<file path="src/rtl/fetch_controller.sv">
// Instruction-fetch sequencer: chooses PC advance/hold/redirect and runs a single-outstanding imem handshake.
// Optional FETCH_CTRL_PERF_EN adds saturating fetched/bubble counters.
//
// state | meaning
// IDLE  | just out of reset, no strobes
// ISSUE | send a request at pc_in, or take a branch/halt/stall
// WAIT  | one request outstanding, waiting for imem_ready
// HALT  | parked until resume
module fetch_controller #(
   parameter int WORD_SIZE = 16
) (
   input  logic                 clk,
   input  logic                 reset_n,
   input  logic [WORD_SIZE-1:0] pc_in,
   input  logic [WORD_SIZE-1:0] pc_plus2,
   input  logic                 imem_ready,
   input  logic                 stall,
   input  logic                 branch_taken,
   input  logic [WORD_SIZE-1:0] branch_target,
   input  logic                 halt,
   input  logic                 resume,
   output logic                 imem_req,
   output logic                 pc_write,
   output logic [WORD_SIZE-1:0] pc_next,
   output logic                 if_id_write,
   output logic                 if_id_flush,
   output logic [1:0]           state
`ifdef FETCH_CTRL_PERF_EN
   ,
   output logic [15:0]          perf_fetched,
   output logic [15:0]          perf_bubbles
`endif
);

   typedef enum logic [1:0] {
      S_IDLE  = 2'd0,
      S_ISSUE = 2'd1,
      S_WAIT  = 2'd2,
      S_HALT  = 2'd3
   } state_t;

   state_t                 r_state;
   state_t                 w_next_state;
   logic                   r_redir_pend;
   logic [WORD_SIZE-1:0]   r_redir_addr;
   logic                   w_drop;
   logic                   w_unused_pc;

   // The request address is pc_in itself, routed outside this block.
   assign w_unused_pc = ^pc_in;

   always_ff @(posedge clk or negedge reset_n) begin
      if (!reset_n) begin
         r_state      <= S_IDLE;
         r_redir_pend <= 1'b0;
         r_redir_addr <= '0;
      end else begin
         r_state <= w_next_state;
         if (r_state == S_WAIT) begin
            if (imem_ready) begin
               r_redir_pend <= 1'b0;
            end else if (branch_taken) begin
               r_redir_pend <= 1'b1;
               r_redir_addr <= branch_target;
            end
         end
      end
   end

   always_comb begin
      w_next_state = r_state;
      imem_req     = 1'b0;
      pc_write     = 1'b0;
      if_id_write  = 1'b0;
      if_id_flush  = 1'b0;
      pc_next      = pc_plus2;
      w_drop       = 1'b0;
      case (r_state)
         S_IDLE: begin
            pc_next      = '0;
            w_next_state = S_ISSUE;
         end
         S_ISSUE: begin
            if (branch_taken) begin
               pc_write    = 1'b1;
               pc_next     = branch_target;
               if_id_flush = 1'b1;
            end else if (halt) begin
               w_next_state = S_HALT;
            end else if (!stall) begin
               imem_req     = 1'b1;
               w_next_state = S_WAIT;
            end
         end
         S_WAIT: begin
            // A live branch beats one latched earlier in this same wait.
            if (branch_taken) begin
               pc_next = branch_target;
            end else if (r_redir_pend) begin
               pc_next = r_redir_addr;
            end
            if (imem_ready) begin
               w_next_state = S_ISSUE;
               if (branch_taken || r_redir_pend) begin
                  if_id_flush = 1'b1;
                  pc_write    = 1'b1;
                  w_drop      = 1'b1;
               end else if (stall) begin
                  w_drop = 1'b1;
               end else begin
                  if_id_write = 1'b1;
                  pc_write    = 1'b1;
               end
            end
         end
         S_HALT: begin
            if (resume) begin
               w_next_state = S_ISSUE;
            end
         end
         default: w_next_state = S_IDLE;
      endcase
   end

   assign state = r_state;

`ifdef FETCH_CTRL_PERF_EN
   always_ff @(posedge clk or negedge reset_n) begin
      if (!reset_n) begin
         perf_fetched <= '0;
         perf_bubbles <= '0;
      end else begin
         if (if_id_write && (perf_fetched != 16'hFFFF)) begin
            perf_fetched <= perf_fetched + 16'd1;
         end
         if (w_drop && (perf_bubbles != 16'hFFFF)) begin
            perf_bubbles <= perf_bubbles + 16'd1;
         end
      end
   end
`else
   logic w_unused_drop;
   assign w_unused_drop = w_drop;
`endif

endmodule

</file>
<file path="config.mk">
export PLATFORM = sky130hd
export DESIGN_NAME = fetch_controller
export DESIGN_NICKNAME = d
export VERILOG_FILES = /design/src/rtl/fetch_controller.sv
export SDC_FILE = /design/constraint.sdc
export NUM_CORES = 1
export LEC_CHECK = 0
export ABC_AREA = 1
export CORE_ASPECT_RATIO = 1.1
export CORE_MARGIN = 1.5
export CORE_UTILIZATION = 35
export DETAILED_ROUTE_END_ITERATION = 8
export PLACE_DENSITY_LB_ADDON = 0.2
export SLEW_MARGIN = 20
export SYNTH_ARGS = -nofsm -noshare
export SYNTH_HDL_FRONTEND = slang
export SYNTH_SLANG_ARGS = --single-unit
export TNS_END_PERCENT = 50
</file>
<file path="constraint.sdc">
create_clock -name clk -period 2.1 [get_ports clk]
set_clock_uncertainty 0.15 [all_clocks]
set_input_delay 0.63 -clock clk [delete_from_list [all_inputs] [get_ports clk]]
set_output_delay 0.63 -clock clk [all_outputs]
set_load 0.005 [all_outputs]
</file>
==> impl_metrics.env <==
export IMPL_status="finished, violations left"
export IMPL_violations="negative setup slack"
export IMPL_p_int_uw=2133
export IMPL_io_pins=77
export IMPL_maxSlewViolCount=0
export IMPL_clk_latency_ns=0.26
export IMPL_multi_input_area_um2=1172
export IMPL_cp_common_cell="buf_12"
export IMPL_period_share=1.160
export IMPL_r2r_cells=9
export IMPL_regArea_um2=476.7
export IMPL_swShare=0.4243
export IMPL_core_um2=4652
export IMPL_cp_max_fo=9
export IMPL_synthToLayoutAreaGrowth_pct=78.07
export IMPL_yosysWarningCount=0
export IMPL_postSynth_asyncResetShare=1.000
export IMPL_syn_area_per_cell_um2=6.441
export IMPL_worst_setup_path_start_kind="flip-flop"
export IMPL_arrival_ns=1.66
export IMPL_cts_tree="built"
export IMPL_crit_slowest_cell="dfrtp_2"
export IMPL_die_w_um=69.46
export IMPL_synthCells=264
export IMPL_routabilityCongestion=0.8092
export IMPL_via_count=2100
export IMPL_ant_nets=0
export IMPL_htree_levels=1
export IMPL_antenna_cells=0
export IMPL_p_clk_frac=0.072
export IMPL_via_per_inst=5.085
export IMPL_finalSetupViolations=20
export IMPL_synthXorXnorAreaFrac=0
export IMPL_clock_sinks=19
export IMPL_synth_common_cells="87 x nand2_1, 24 x a21oi_1, 22 x inv_1, 22 x nand3_1, 20 x o21ai_0"
export IMPL_overflow=0
export IMPL_die_height_um=76.11
export IMPL_relSlewSlack=0.8225
export IMPL_cts_max_path_buffers=2
export IMPL_cts_inserted_buffers=3
export IMPL_p_sw_uw=1572
export IMPL_synthAdderAreaFrac=0.02208
export IMPL_cts_root_buf="clkbuf_8"
export IMPL_cellLeakagePower_uw=0.001414
export IMPL_drv_cap=0
export IMPL_nets=416
export IMPL_required_ns=1.32
export IMPL_hp_start="r_redir_addr[9]$_DFFE_PN0P_"
export IMPL_synth_area_leaders="dfrtp_1 28%, nand2_1 19%, a21oi_1 7.1%, nand3_1 6.5%, or2_2 6.3%"
export IMPL_grt_pass1_vias=1945
export IMPL_synth_seq_cells=19
export IMPL_seqPwrFrac=0.183
export IMPL_die_area_um2=5286
export IMPL_syn_nets=322
export IMPL_worstReg2RegStart="state[0]$_DFFE_PN0P_"
export IMPL_hold_viol=0
export IMPL_holdPathEnd="r_redir_addr[9]$_DFFE_PN0P_"
export IMPL_synth_simple_area_share=0.3966
export IMPL_grt_setup_unrepaired="yes"
export IMPL_cts_clk_slew_worst_paths_ns=0.08
export IMPL_r2r_setup_slack_ns=0.32
export IMPL_drive_above_1_share=0.4146
export IMPL_wl_per_cell_um=14.08
export IMPL_synth_edf_count=0
export IMPL_crit_type="flip-flop to output port"
export IMPL_synth_compound_area_frac=0.1854
export IMPL_r2r_end="r_redir_addr[2]$_DFFE_PN0P_"
export IMPL_finalWorstSetupSlack_ns=-0.3364
export IMPL_min_path_type="flip-flop to flip-flop"
export IMPL_max_stage_delay_ns=0.47
export IMPL_grt_usage=0.2169
export IMPL_io_buffers=60
export IMPL_ir_drop_v=0.0006655
export IMPL_seq_area_frac_synth=0.2796
export IMPL_dp_hpwl_mm=3.101
export IMPL_worst_pin_slew_ns=0.2662
export IMPL_grt_max_degree=34
export IMPL_cp_end_kind="output port"
export IMPL_first_iter_violations=132
export IMPL_synthFlopType="dfrtp_1"
export IMPL_hold_depth=2
export IMPL_synth_top_family_by_area="simple AND/OR/NAND/NOR gates"
export IMPL_fin_util=0.6509
export IMPL_layout_min_cycle_time_ns=2.436
export IMPL_drc=0
export IMPL_cp_cell_sequence="ha_4 -> buf_12 -> buf_12 -> nand3_1 -> nand2_1 -> a21oi_1 -> a21oi_2 -> buf_2"
export IMPL_yosysTopAreaCellShare=0.2796
export IMPL_wirelength_mm=5.815
export IMPL_numPlacedInstances=388
export IMPL_fmaxAchievable_ghz=0.4104
export IMPL_final_cells=413
export IMPL_synth_cell_types=21
export IMPL_synth_area_mux_share=0
export IMPL_grt_first_pass_wirelength_mm=9.404
export IMPL_synth_most_common_cell="nand2_1"
export IMPL_combPwrFrac=0.745
export IMPL_first_pass_iters=4
export IMPL_start_util=0.3655
export IMPL_rows=26
export IMPL_antenna_found_initial=0
export IMPL_synth_area_um2=1700
export IMPL_n_fill_cell=411
export IMPL_cellPowerDensity_nw_per_um2=1223
export IMPL_yosysTopAreaCell="dfrtp_1"
[power by group through the flow]
stage	sequential, uW	clock [uW]	combinational, uW
after detailed placement	661	0	2130
after CTS	670	272	2650
after global routing	704	287	2990
final	679	265	2760
after global placement	654	0	2110
after floorplan	638	0	1130
[state kept, by name, indices dropped and copies added, names as in the netlist]
signal	flops
r_redir_addr	16
r_redir_pend	1
state	2
[cell usage in the layout (no fill, tap or decap), drive strengths merged]
cell,count
nor2,5
dfrtp,19
or2,17
o21a,1
clkdlybuf4s50,24
inv,23
clkbuf,3
dlymetal6s2s,1
bufbuf,1
o21ai,20
buf,69
nand3,32
a21oi,34
nor3,2
nand2,87
clkinv,2
dlygate4sd2,14
ha,3
[kinds of logic after synthesis]
logic type,Yosys count
buffers and inverters,44
AND/OR/NAND/NOR,143
AO/OA/AOI/OAI,55
flip-flops,19
adder cells (fa/ha/maj),3
[timing repair]
| action | in CTS | in global routing |
|---|---|---|
| pin swaps | 19 | 4 |
| resized for setup | 151 | 16 |
| hold buffers | 0 | 0 |
| cloned | 7 | 0 |
| setup buffers | 9 | 5 |
| setup endpoints to repair | 20 | 21 |
[worst max path at each step]
stage	startpoint	endpoint	slack, ns	cells after the start
after floorplan	state[1]$_DFFE_PN0P_	pc_next[13]	0.04	7
after global placement	branch_taken	pc_next[14]	-0.92	9
after detailed placement	branch_taken	pc_next[5]	-0.93	9
after CTS	state[0]$_DFFE_PN0P_	pc_next[12]	-0.34	9
after global routing	state[0]$_DFFE_PN0P_	pc_next[8]	-0.42	9
final	state[1]$_DFFE_PN0P_	pc_next[12]	-0.34	8
[worst max-delay path, delay by kind of cell (launching register included)]
| kind | cells | cell delay, ns |
|---|---|---|
| buffers and inverters | 3 | 0.39 |
| AO/OA/AOI/OAI | 2 | 0.19 |
| AND/OR/NAND/NOR | 2 | 0.13 |
| flip-flops | 1 | 0.47 |
| adder cells (fa/ha/maj) | 1 | 0.21 |
[per-layer routing]
metal  track usage  part of all wire  vias to the layer above
li1              -                 -                     1034
met1        0.2831              0.43                      977
met2        0.3808              0.51                       78
met3       0.02910             0.051                       11
met4       0.04510             0.013                        0
met5             0                 0                        -
[layout make-up]
cell class,instances,share of cell area
Inverter,24,0.03388
Clock buffer,3,0.01364
Timing Repair Buffer,109,0.3831
Tap cell,56,0.02314
Sequential cell,19,0.1574
Multi-Input combinational cell,201,0.3872
Clock inverter,1,0.001653
[per-stage QoR]
step | total power, uW | hold WS (ns) | setup slack (ns) | setup TNS, ns | instance area [um2]
4_1_cts | 3590 | 0.4214 | -0.3407 | -5.120 | 2973
2_1_floorplan | 1767 | 0.1844 | 0.03503 | 0 | 1703
5_1_grt | 3983 | 0.4504 | -0.4188 | -7.134 | 3028
3_5_place_dp | 2788 | 0.4063 | -0.9341 | -17.80 | 2549
6_report | 3704 | 0.4299 | -0.3364 | -5.377 | 3028
3_3_place_gp | 2759 | 0.3921 | -0.9249 | -17.45 | 2549
(Power assumes the default switching activity.)
